### config.mk
export PLATFORM = sky130hd
export DESIGN_NAME = demux_1_4_sched
export DESIGN_NICKNAME = d
export VERILOG_FILES = /design/src/rtl/demux_pkg.sv /design/src/rtl/rr_next_sel.sv /design/src/rtl/demux_1_4_sched.sv
export SDC_FILE = /design/constraint.sdc
export NUM_CORES = 1
export LEC_CHECK = 0
export CAP_MARGIN = 20
export CORE_MARGIN = 2
export CORE_UTILIZATION = 45
export DETAILED_ROUTE_END_ITERATION = 7
export PLACE_DENSITY = 0.85
export SYNTH_ARGS = -nofsm -noshare
export SYNTH_HDL_FRONTEND = slang
export SYNTH_SLANG_ARGS = --single-unit
### constraint.sdc
create_clock -name clk -period 6.22 [get_ports clk]
set_input_delay 1.244 -clock clk [delete_from_list [all_inputs] [get_ports clk]]
set_output_delay 1.244 -clock clk [all_outputs]
set_load 0.01 [all_outputs]
### src/rtl/demux_pkg.sv
// Shared constants and types for the 1-to-4 demux scheduler.
package demux_pkg;

    localparam int unsigned NUM_CH = 4;
    localparam int unsigned SEL_W  = 2;

    localparam logic MODE_FIXED = 1'b0;
    localparam logic MODE_RR    = 1'b1;

    typedef logic [SEL_W-1:0] sel_t;

    function automatic logic [NUM_CH-1:0] onehot(input sel_t s);
        logic [NUM_CH-1:0] r;
        r    = '0;
        r[s] = 1'b1;
        return r;
    endfunction

endpackage

### src/rtl/rr_next_sel.sv
// Round-robin lane search: first enabled lane after cur, scanning cyclically.
module rr_next_sel
    import demux_pkg::*;
(
    input  sel_t              cur,
    input  logic [NUM_CH-1:0] en,
    output sel_t              nxt,
    output logic              found
);

    sel_t cand;

    // cur itself is excluded, so found=0 means no other lane is enabled
    always_comb begin
        nxt   = cur;
        found = 1'b0;
        cand  = cur;
        for (int unsigned k = 1; k < NUM_CH; k++) begin
            cand = cur + sel_t'(k);
            if (!found && en[cand]) begin
                nxt   = cand;
                found = 1'b1;
            end
        end
    end

endmodule

### src/rtl/demux_1_4_sched.sv
// Valid/ready front end steering each beat to one of four lanes, fixed or
// round-robin in bursts, through one registered output stage.
module demux_1_4_sched
    import demux_pkg::*;
#(
    parameter int unsigned W     = 1,
    parameter int unsigned BURST = 4
) (
    input  logic                  clk,
    input  logic                  rst_n,
    input  logic                  in_valid,
    input  logic [W-1:0]          in_data,
    output logic                  in_ready,
    input  logic                  mode,
    input  logic [SEL_W-1:0]      cfg_sel,
    input  logic [NUM_CH-1:0]     chan_en,
    output logic [NUM_CH-1:0]     out_valid,
    output logic [NUM_CH*W-1:0]   out_data,
    input  logic [NUM_CH-1:0]     out_ready,
    output logic [SEL_W-1:0]      cur_sel,
    output logic                  busy
);

    localparam int unsigned CNT_W = $clog2(BURST) + 1;

    sel_t                  route_q, route_d;
    sel_t                  hold_q, hold_d;
    logic [CNT_W-1:0]      count_q, count_d;
    logic [NUM_CH-1:0]     valid_q, valid_d;
    logic [NUM_CH*W-1:0]   data_q, data_d;

    sel_t rr_nxt;
    logic rr_found;
    sel_t adv_sel;
    logic lane_en, burst_start, last_beat, ok_route, sink_free, accept, drain;

    rr_next_sel u_rr_next_sel (
        .cur   (route_q),
        .en    (chan_en),
        .nxt   (rr_nxt),
        .found (rr_found)
    );

    always_comb begin
        lane_en     = chan_en[route_q];
        burst_start = (count_q == '0);
        last_beat   = (count_q == CNT_W'(BURST - 1));
        // mode/cfg_sel only matter at a burst boundary; mid-burst keeps its lane
        ok_route    = lane_en && (!burst_start || (mode == MODE_RR) || (route_q == cfg_sel));
        sink_free   = (valid_q == '0) || out_ready[hold_q];
        in_ready    = rst_n && ok_route && sink_free;
        accept      = in_valid && in_ready;
        drain       = (valid_q != '0) && out_ready[hold_q];
        adv_sel     = (mode == MODE_RR) ? (rr_found ? rr_nxt : route_q) : cfg_sel;
    end

    always_comb begin
        route_d = route_q;
        hold_d  = hold_q;
        count_d = count_q;
        valid_d = valid_q;
        data_d  = data_q;
        if (accept) begin
            valid_d                    = onehot(route_q);
            hold_d                     = route_q;
            data_d                     = '0;
            data_d[route_q*W +: W]     = in_data;
            if (last_beat) begin
                count_d = '0;
                route_d = adv_sel;
            end else begin
                count_d = count_q + 1'b1;
            end
        end else begin
            if (drain) begin
                valid_d = '0;
                data_d  = '0;
            end
            if (!burst_start && !lane_en) begin
                // lane pulled mid-burst: abandon the burst and move on
                count_d = '0;
                route_d = adv_sel;
            end else if (burst_start) begin
                if (mode == MODE_FIXED) begin
                    route_d = cfg_sel;
                end else if (!lane_en && rr_found) begin
                    route_d = rr_nxt;
                end
            end
        end
    end

    always_ff @(posedge clk) begin
        if (!rst_n) begin
            route_q <= '0;
            hold_q  <= '0;
            count_q <= '0;
            valid_q <= '0;
            data_q  <= '0;
        end else begin
            route_q <= route_d;
            hold_q  <= hold_d;
            count_q <= count_d;
            valid_q <= valid_d;
            data_q  <= data_d;
        end
    end

    assign out_valid = valid_q;
    assign out_data  = data_q;
    assign cur_sel   = route_q;
    assign busy      = (valid_q != '0) || (count_q != '0);

endmodule
==> results of run 1 <==
[layout by cell type (no fill, tap or decap), types with 2 or more instances in the layout]
cell type	synthesis	final
and2_1	2	2
o21a_1	3	3
o22ai_1	3	3
nor3_1	3	3
o21ai_0	6	6
nor2b_1	8	8
inv_1	7	7
nand2b_1	4	4
clkdlybuf4s50_1	0	26
a21boi_1	2	2
mux2i_1	5	5
nand2_1	16	16
nor2_1	7	7
a22oi_1	5	5
o41ai_1	2	2
mux2_2	4	4
dfxtp_1	15	15
nand3_1	3	3
ha_1	7	7
nand4_1	2	2
or4_1	2	2
clkbuf_4	0	3
a21boi_0	3	3
xnor2_1	2	2
[cell families after synthesis]
family | count (synthesis) | share of synthesized area, %
flip-flops | 15 | 26.2
AND/OR/NAND/NOR | 52 | 25.2
XOR/XNOR | 2 | 1.53
AO/OA/AOI/OAI | 37 | 23.6
buffers and inverters | 15 | 5.34
multiplexers | 10 | 10.6
adder cells (fa/ha/maj) | 7 | 7.63
[tightest hold or removal path: stages (launching register included)]
cell and delay (ns):
dfxtp_1 0.32, nand3_1 0.06, a21boi_1 0.05
[power groups by stage]
stage / clock network, µW / logic [µW] / registers [µW]
2_1_floorplan: 0 / 90.6 / 109
3_3_place_gp: 0 / 117 / 116
3_5_place_dp: 0 / 121 / 117
4_1_cts: 55.8 / 121 / 114
5_1_grt: 63.1 / 135 / 116
6_report: 55.1 / 122 / 114
[registers in the layout (all words and copies together), names as in the netlist]
signal / count
cur_sel: 2
hold_q: 2
out_data: 4
count_q: 3
out_valid: 4
[metal layers]
layer  vias up  track usage [%]  wire [µm]
met1       529             27.3       1210
met2        47             34.7       1270
met3         4             1.91        152
li1        550                -          -
met4         0             11.3         49
met5         -                0          0
[worst paths after layout]
check,from,endpoint,slack (ns)
setup / recovery,rst_n,in_ready,1.79
hold reg to reg,out_data[0],out_data[0],0.48
setup reg to reg,cur_sel[1],cur_sel[0],3.53
hold / removal,out_data[0],out_data[0],0.48
[Yosys cell counts, drive strengths merged, types with 5 or more instances]
master / instances
a21boi: 5
a22oi: 5
dfxtp: 15
ha: 7
inv: 7
mux2i: 5
nand2: 17
nor2: 7
nor2b: 8
o21ai: 6
[area by class of cell]
class / instances / area share, %
Tap cell: 30 / 2.61
Sequential cell: 15 / 20.9
Clock buffer: 4 / 1.83
Multi-Input combinational cell: 108 / 54.7
Inverter: 7 / 1.83
Timing Repair Buffer: 26 / 18.1
[through the flow]
| stage | power (µW) | area (µm²) |
|---|---|---|
| 3_5_place_dp | 237 | 1410 |
| 5_1_grt | 314 | 1440 |
| 4_1_cts | 291 | 1440 |
| 3_3_place_gp | 233 | 1410 |
| 6_report | 292 | 1440 |
| 2_1_floorplan | 200 | 1150 |
==> impl_metrics.csv, run 1 <==
group,metric,value,unit
setup_path,crit_slowest_cell,"clkdlybuf4s50_1",
drt,antenna_left,0,
drt,routedWlPerCell,14.1,µm
placed_design,portBuffers,26,
synthesis,async_flop_share,0,%
global_routing,antenna_found_initial,0,
sta,finalHoldViolations,0,
sta,setup_viol,0,
synthesis,synth_area,1150,µm²
worst_hold_path,hold_class,"reg2reg",
pwr,cell_internal_pwr,186,µW
cts,path_clk_slew,0.08,ns
placed_design,dp_hpwl,2.08,mm
sta,fmax,226,MHz
setup_path,crit_chain,"clkdlybuf4s50_1 > nor2b_1 > a22oi_1 > nor3_1 > clkdlybuf4s50_1",
synthesis,syn-num-nets,160,
pwr,p_comb_share,41.8,%
placed_design,dp.cells,186,
cells_and_area,drive_gt1_share,6.25,%
pwr,clkPwrFrac,18.9,%
synthesis,synth_cells,138,
cells_and_area,antenna_cells,0,
pwr,switching_share,36.3,%
setup_path,slowest_delay,0.67,ns
cells_and_area,fillers,237,
placed_design,place_ws,1.78,ns
drt,firstDrtPassIters,4,
floorplan,initial_core_util,46.7,%
drt,vias,1130,
global_routing,grt_start_max_net_pins,19,
sta,layout_setup_ws,1.79,ns
sta,fin_crit_sh,71.3,%
setup_path,cp_top_family,"buffers and inverters",
pwr,p_switching,106,µW
cells_and_area,multi_input_area,786,µm²
setup_path,startpoint_type,"input pin",
cells_and_area,layoutNonFillerInstCount,190,
cells_and_area,final-seq-area,300,µm²
floorplan,die_x,54.5,µm
global_routing,grt_pass1_wl,4.56,mm
cts,clock_sinks,15,
synthesis,ys_seq_area_share,26.2,%
floorplan,die-area,2970,µm²
global_routing,grtUsageTotal,21.2,%
synthesis,synth_area_per_cell,8.31,µm²
drt,routed_wl,2.69,mm
synthesis,synth_top_cell_by_area,"dfxtp_1",
synthesis,yosysTopAreaCellShare,26.2,%
floorplan,rows,18,
sta,skew,0.00584,ns
synthesis,synth_edf_count,0,
setup_path,crit_top_cell,"clkdlybuf4s50_1",
global_routing,grt_pass1_vias,1041,
pwr,vdd_drop_max,108,µV
cts,cts_buffers,3,
drt,viasPerCell,5.95,
placed_design,globalplace.congestion,0.842,
cells_and_area,final_nets,183,
synthesis,synth_seq_cells,15,
sta,period_needed,4.43,ns
cts,cts-root-buf,"clkbuf_4",
setup_path,crit_path_max_fanout,18,
floorplan,core_area,2450,µm²
sta,slew_viol_final,0,
setup_path,critPathBufInv,2,
drt,drc,0,
sta,setup_tns,0,ns
cts,clk_latency,0.28,ns
cts,post_cts_resized,0,
drt,drt-initial-drc-count,21,
cts,cts-htree-levels,1,
sta,tightest_slew,0.699,ns
setup_path,endpoint_kind,"primary output",
floorplan,die_h,54.5,µm
pwr,seq_power_share,39.3,%
cts,clockBufferDepth,2,
job,drv_cap,0,
synthesis,synth_flop_cell,"dfxtp_1",
cts,tritoncts,"built",
synthesis,yosys-top-cells-area,"dfxtp_1 26%, ha_1 7.6%, nand2_1 5.2%",
setup_path,critical_path_depth,5,
worst_hold_path,hold_depth,2,
pwr,power.density,203,nW/µm²
cells_and_area,syn_to_final_growth,25.2,%
setup_path,required,4.98,ns
sta,whs,0.477,ns
setup_path,reg2reg_depth,6,
setup_path,critPathArrivalTime,3.19,ns
cts,ctsHoldBuffers,0,
sta,rsz0062_at_grt,"false",
floorplan,ios,27,
status,status,"finished, final reports clean",
pwr,leakage,0.000496,µW
setup_path,criticalPathCategory,"in2out",
synthesis,yosysWarnings,0,
global_routing,grt-ovfl-total,0,
cts,postCtsSetupRepairBufs,0,
sta,slew_headroom,53.2,%
synthesis,yosysUniqueCellTypes,43,
cells_and_area,final_util,58.5,%
Note: power is estimated with default switching activity, not from simulation.
==> inputs of run 2 (changes only) <==
--- a/config.mk
+++ b/config.mk
@@ -7,9 +7,9 @@
 export LEC_CHECK = 0
 export CAP_MARGIN = 20
 export CORE_MARGIN = 2
-export CORE_UTILIZATION = 45
+export CORE_UTILIZATION = 44
 export DETAILED_ROUTE_END_ITERATION = 7
-export PLACE_DENSITY = 0.85
+export PLACE_DENSITY = 0.87
 export SYNTH_ARGS = -nofsm -noshare
 export SYNTH_HDL_FRONTEND = slang
 export SYNTH_SLANG_ARGS = --single-unit
==> constraint.sdc (replaced) <==
create_clock -name clk -period 3.9 [get_ports clk]
set_input_delay 0.78 -clock clk [delete_from_list [all_inputs] [get_ports clk]]
set_output_delay 0.78 -clock clk [all_outputs]
set_load 0.01 [all_outputs]
==> impl_metrics.csv, run 2 (synthesis results as in run 1) <==
group,metric,value,unit
status,status,"finished, final reports clean",
sta,fmax,288,MHz
pwr,vdd_drop_max,174,µV
cts,cts-root-buf,"clkbuf_4",
cts,post_cts_resized,0,
sta,tightest_slew,0.626,ns
setup_path,timing.rr.start,"cur_sel[0]",
pwr,leakage,0.000506,µW
drt,drc,0,
cells_and_area,fillers,231,
floorplan,die-area,3030,µm²
placed_design,dp_hpwl,2.09,mm
pwr,power.density,324,nW/µm²
floorplan,initial_core_util,46.3,%
cts,cts-htree-levels,1,
floorplan,rows,18,
drt,drt-initial-drc-count,31,
cts,clockBufferDepth,2,
cells_and_area,stdcell_area,1450,µm²
setup_path,rrSetupSlack,1.33,ns
setup_path,slowest_delay,0.56,ns
floorplan,die_h,55.1,µm
setup_path,criticalPathCategory,"in2out",
sta,setup_viol,0,
setup_path,startpoint_type,"input pin",
sta,setup_tns,0,ns
placed_design,portBuffers,26,
setup_path,crit_top_cell,"clkdlybuf4s50_1",
setup_path,crit_chain,"clkdlybuf4s50_1 > mux2_2 > a22oi_1 > nor3_1 > clkdlybuf4s50_1",
floorplan,core_area,2480,µm²
drt,routed_wl,2.70,mm
setup_path,r2r_end,"cur_sel[0]",
setup_path,cp_top_family,"buffers and inverters",
placed_design,globalplace.congestion,0.858,
worst_hold_path,hold_depth,2,
global_routing,grt_pass1_vias,1044,
cts,clock_sinks,15,
drt,antenna_left,0,
worst_hold_path,hold_class,"reg2reg",
sta,period_needed,3.47,ns
drt,firstDrtPassIters,4,
cts,clk_latency,0.29,ns
setup_path,critPathBufInv,2,
cells_and_area,layout_commonest_cell,"clkdlybuf4s50_1",
sta,rsz0062_at_grt,"false",
cts,ctsHoldBuffers,0,
placed_design,placed_area,1430,µm²
setup_path,endpoint_kind,"primary output",
cts,path_clk_slew,0.08,ns
cells_and_area,drive_gt1_share,7.41,%
drt,routedWlPerCell,14.1,µm
floorplan,ios,27,
global_routing,grtUsageTotal,20.6,%
global_routing,grt-ovfl-total,0,
cells_and_area,antenna_cells,0,
sta,skew,0.00586,ns
setup_path,crit_path_max_fanout,9,
setup_path,crit_path_start,"chan_en[2]",
cts,postCtsSetupRepairBufs,0,
cells_and_area,final_nets,185,
cts,tritoncts,"built",
sta,slew_headroom,58.2,%
global_routing,grt_pass1_wl,4.44,mm
sta,finalHoldViolations,0,
drt,vias,1151,
cts,cts_buffers,3,
setup_path,critPathArrivalTime,2.69,ns
worst_hold_path,min_delay_worst_endpoint,"out_data[2]",
setup_path,crit_slowest_cell,"clkdlybuf4s50_1",
setup_path,reg2reg_depth,7,
floorplan,die_x,55.1,µm
cells_and_area,syn_to_final_growth,26.5,%
sta,slew_viol_final,0,
sta,fin_crit_sh,88.9,%
job,drv_cap,0,
worst_hold_path,hold_start,"out_data[2]",
drt,viasPerCell,5.99,
global_routing,antenna_found_initial,0,
setup_path,required,3.12,ns
cells_and_area,mostFrequentLayoutCells,"26 x clkdlybuf4s50_1, 16 x nand2_1, 15 x dfxtp_1, 8 x nor2b_1",
global_routing,grt_start_max_net_pins,18,
## run 2: layout make-up
class,instances,area (µm²),share of cell area [%]
well taps,30,37.5,2.59
flip-flops and latches,15,300,20.7
multi-input cells,108,786,54.1
repair buffers,28,275,19.0
clock buffers,4,26.3,1.81
inverters,7,26.3,1.81
## run 2: worst register-to-register path, delay by kind of cell (launching register included)
kind                       cells  cell delay (ns)
buffers and inverters          1             0.29
adders and majority gates      1             0.50
AOI/OAI and AO/OA              4             0.68
DFF                            1             0.71
muxes                          1             0.28
## run 2: power by group
part | internal, µW | switching, µW | total (µW)
Combinational | 97.6 | 98.4 | 196
Sequential | 160 | 23.5 | 184
Clock | 39.9 | 50.9 | 90.8
## run 2: through the flow
step                cells  power (µW)  worst slack (ns)  util, %  hold WS [ns]
floorplan             138         318              1.46        -         0.445
global placement      188         375             0.502     57.5         0.454
detailed placement    188         381             0.455     57.5         0.467
CTS                   192         471             0.445     58.6         0.479
global route          192         499             0.362     58.6         0.494
finish                192         471             0.431     58.6         0.477
## run 2: metal layers
metal  vias to the layer above  share of wire [%]  GRT usage, %
li1                        560                  -             -
met1                       540                 42          23.5
met2                        44                 48          36.3
met3                         7                7.1          2.96
met4                         0                2.9          12.2
met5                         -                  0             0
## run 2: how the worst max path moves through the flow
stage          endpoint  cells past startpoint
2_1_floorplan  in_ready                      4
6_report       in_ready                      5
5_1_grt        in_ready                      5
3_3_place_gp   in_ready                      5
3_5_place_dp   in_ready                      5
4_1_cts        in_ready                      5
==> inputs of run 3 (changes only) <==
--- a/config.mk
+++ b/config.mk
@@ -9,7 +9,7 @@
 export CORE_MARGIN = 2
 export CORE_UTILIZATION = 44
 export DETAILED_ROUTE_END_ITERATION = 7
-export PLACE_DENSITY = 0.87
+export PLACE_DENSITY = 0.86
 export SYNTH_ARGS = -nofsm -noshare
 export SYNTH_HDL_FRONTEND = slang
 export SYNTH_SLANG_ARGS = --single-unit
==> impl_metrics.csv, run 3 (synthesis results as in run 1) <==
group,metric,value,unit
pwr,finalPower,481,µW
sta,period_needed,3.48,ns
pwr,cell_internal_pwr,300,µW
placed_design,dp_hpwl,2.27,mm
floorplan,core_area,2480,µm²
sta,setup_tns,0,ns
setup_path,endpoint_kind,"primary output",
setup_path,required,3.12,ns
placed_design,place_ws,0.465,ns
setup_path,crit_top_cell,"clkdlybuf4s50_1",
cts,path_clk_slew,0.10,ns
floorplan,die-area,3030,µm²
worst_hold_path,min_delay_worst_endpoint,"out_data[0]",
global_routing,met2_usage,39.9,%
cts,cts-root-buf,"clkbuf_4",
drt,drc,0,
global_routing,grt_start_max_net_pins,17,
sta,slew_viol_final,0,
setup_path,crit_slowest_cell,"clkdlybuf4s50_1",
placed_design,dp.cells,189,
cts,tritoncts,"built",
setup_path,timing.rr.start,"cur_sel[0]",
sta,setup_viol,0,
pwr,clkPwrFrac,19.5,%
floorplan,die_h,55.1,µm
cts,cts_buffers,3,
worst_hold_path,hold_depth,2,
setup_path,cp_top_family,"buffers and inverters",
cells_and_area,antenna_cells,0,
cts,clock_sinks,15,
setup_path,startpoint_type,"input pin",
setup_path,rrSetupSlack,1.36,ns
sta,fmax,287,MHz
pwr,switching_share,37.7,%
worst_hold_path,hold_start,"out_data[0]",
floorplan,die_x,55.1,µm
global_routing,grt_util_met3,2.42,%
setup_path,slowest_delay,0.54,ns
drt,drt-initial-drc-count,39,
floorplan,rows,18,
job,drv_cap,0,
cells_and_area,multi_input_area,786,µm²
pwr,p_switching,181,µW
placed_design,portBuffers,26,
pwr,power.density,329,nW/µm²
global_routing,grt_pass1_vias,1061,
sta,layout_setup_ws,0.416,ns
cts,cts-htree-levels,1,
drt,routed_wl,2.91,mm
status,status,"finished, final reports clean",
drt,routedWlPerCell,15.1,µm
sta,fin_crit_sh,89.3,%
drt,antenna_left,0,
worst_hold_path,hold_class,"reg2reg",
cts,ctsHoldBuffers,0,
sta,rsz0062_at_grt,"false",
cells_and_area,drive_gt1_share,8.59,%
drt,viasPerCell,5.93,
pwr,seq_power_share,36.4,%
floorplan,ios,27,
drt,firstDrtPassIters,4,
cells_and_area,final_nets,186,
cells_and_area,mostFrequentLayoutCells,"26 x clkdlybuf4s50_1, 16 x nand2_1, 15 x dfxtp_1, 8 x nor2b_1",
global_routing,top_usage_layer,"met2",
floorplan,initial_core_util,46.3,%
sta,finalHoldViolations,0,
sta,slew_headroom,61.7,%
pwr,p_comb_share,44.1,%
cells_and_area,final-seq-area,300,µm²
drt,vias,1144,
cts,clockBufferDepth,2,
cells_and_area,fillers,229,
cells_and_area,syn_to_final_growth,27.3,%
sta,skew,0.00496,ns
cts,postCtsSetupRepairBufs,0,
cts,post_cts_resized,0,
placed_design,globalplace.congestion,0.825,
global_routing,antenna_found_initial,0,
setup_path,critPathBufInv,2,
setup_path,crit_chain,"clkdlybuf4s50_1 > mux2_2 > a22oi_1 > nor3_1 > clkdlybuf4s50_1",
global_routing,grtUsageTotal,21.4,%
cells_and_area,layoutNonFillerInstCount,193,
setup_path,criticalPathCategory,"in2out",
setup_path,crit_path_max_fanout,9,
setup_path,reg2reg_depth,6,
pwr,vdd_drop_max,199,µV
sta,tightest_slew,0.574,ns
pwr,leakage,0.000514,µW
setup_path,critPathArrivalTime,2.70,ns
global_routing,grt-ovfl-total,0,
cts,clk_latency,0.30,ns
setup_path,r2r_end,"cur_sel[0]",
global_routing,grt_pass1_wl,4.69,mm
global_routing,gr-usage-met1,24.2,%
cells_and_area,layout_commonest_cell,"clkdlybuf4s50_1",
[run 3: changes by cell type in the layout (fill, tap and decap cells not counted), sizes merged]
cell    delta
buf        +1
clkbuf     -1
clkinv     +1
[run 3: power by group through the flow]
| stage | Combinational (µW) | Sequential, µW | Clock (µW) |
|---|---|---|---|
| 2_1_floorplan | 144 | 174 | 0 |
| 4_1_cts | 210 | 175 | 90.9 |
| 3_3_place_gp | 201 | 178 | 0 |
| 5_1_grt | 231 | 177 | 97.5 |
| 3_5_place_dp | 209 | 178 | 0 |
| 6_report | 212 | 175 | 93.7 |
[run 3: worst max path at each step]
stage	start	endpoint	slack, ns	cells past startpoint
final	chan_en[2]	in_ready	0.42	5
after global routing	chan_en[2]	in_ready	0.35	5
after CTS	chan_en[2]	in_ready	0.46	5
after detailed placement	chan_en[2]	in_ready	0.47	5
after global placement	chan_en[2]	in_ready	0.51	5
after floorplan	chan_en[2]	in_ready	1.46	4
[run 3: area by class of cell]
class / instances / area share, %
tap: 30 / 2.57
clock inverter: 1 / 0.343
timing repair buffer: 29 / 19.4
sequential: 15 / 20.6
inverter: 7 / 1.80
clock buffer: 3 / 1.54
multi-input combinational: 108 / 53.8
[run 3: tightest hold or removal path: stages, from the launching register on]
cell      delay [ns]
dfxtp_1         0.32
nand3_1         0.06
a21boi_1        0.05
[run 3: stage by stage]
stage / instance area [µm²] / util, % / hold WS, ns
after floorplan: 1150 / - / 0.445
after global placement: 1430 / 57.8 / 0.452
after detailed placement: 1430 / 57.8 / 0.458
after CTS: 1460 / 58.9 / 0.472
after global routing: 1460 / 58.9 / 0.489
final: 1460 / 58.9 / 0.469
[run 3: routing by layer]
layer	vias to the layer above	share of wire, %
met3	5	7.2
met5	-	0
met4	0	1.6
met1	522	42
li1	557	-
met2	60	50
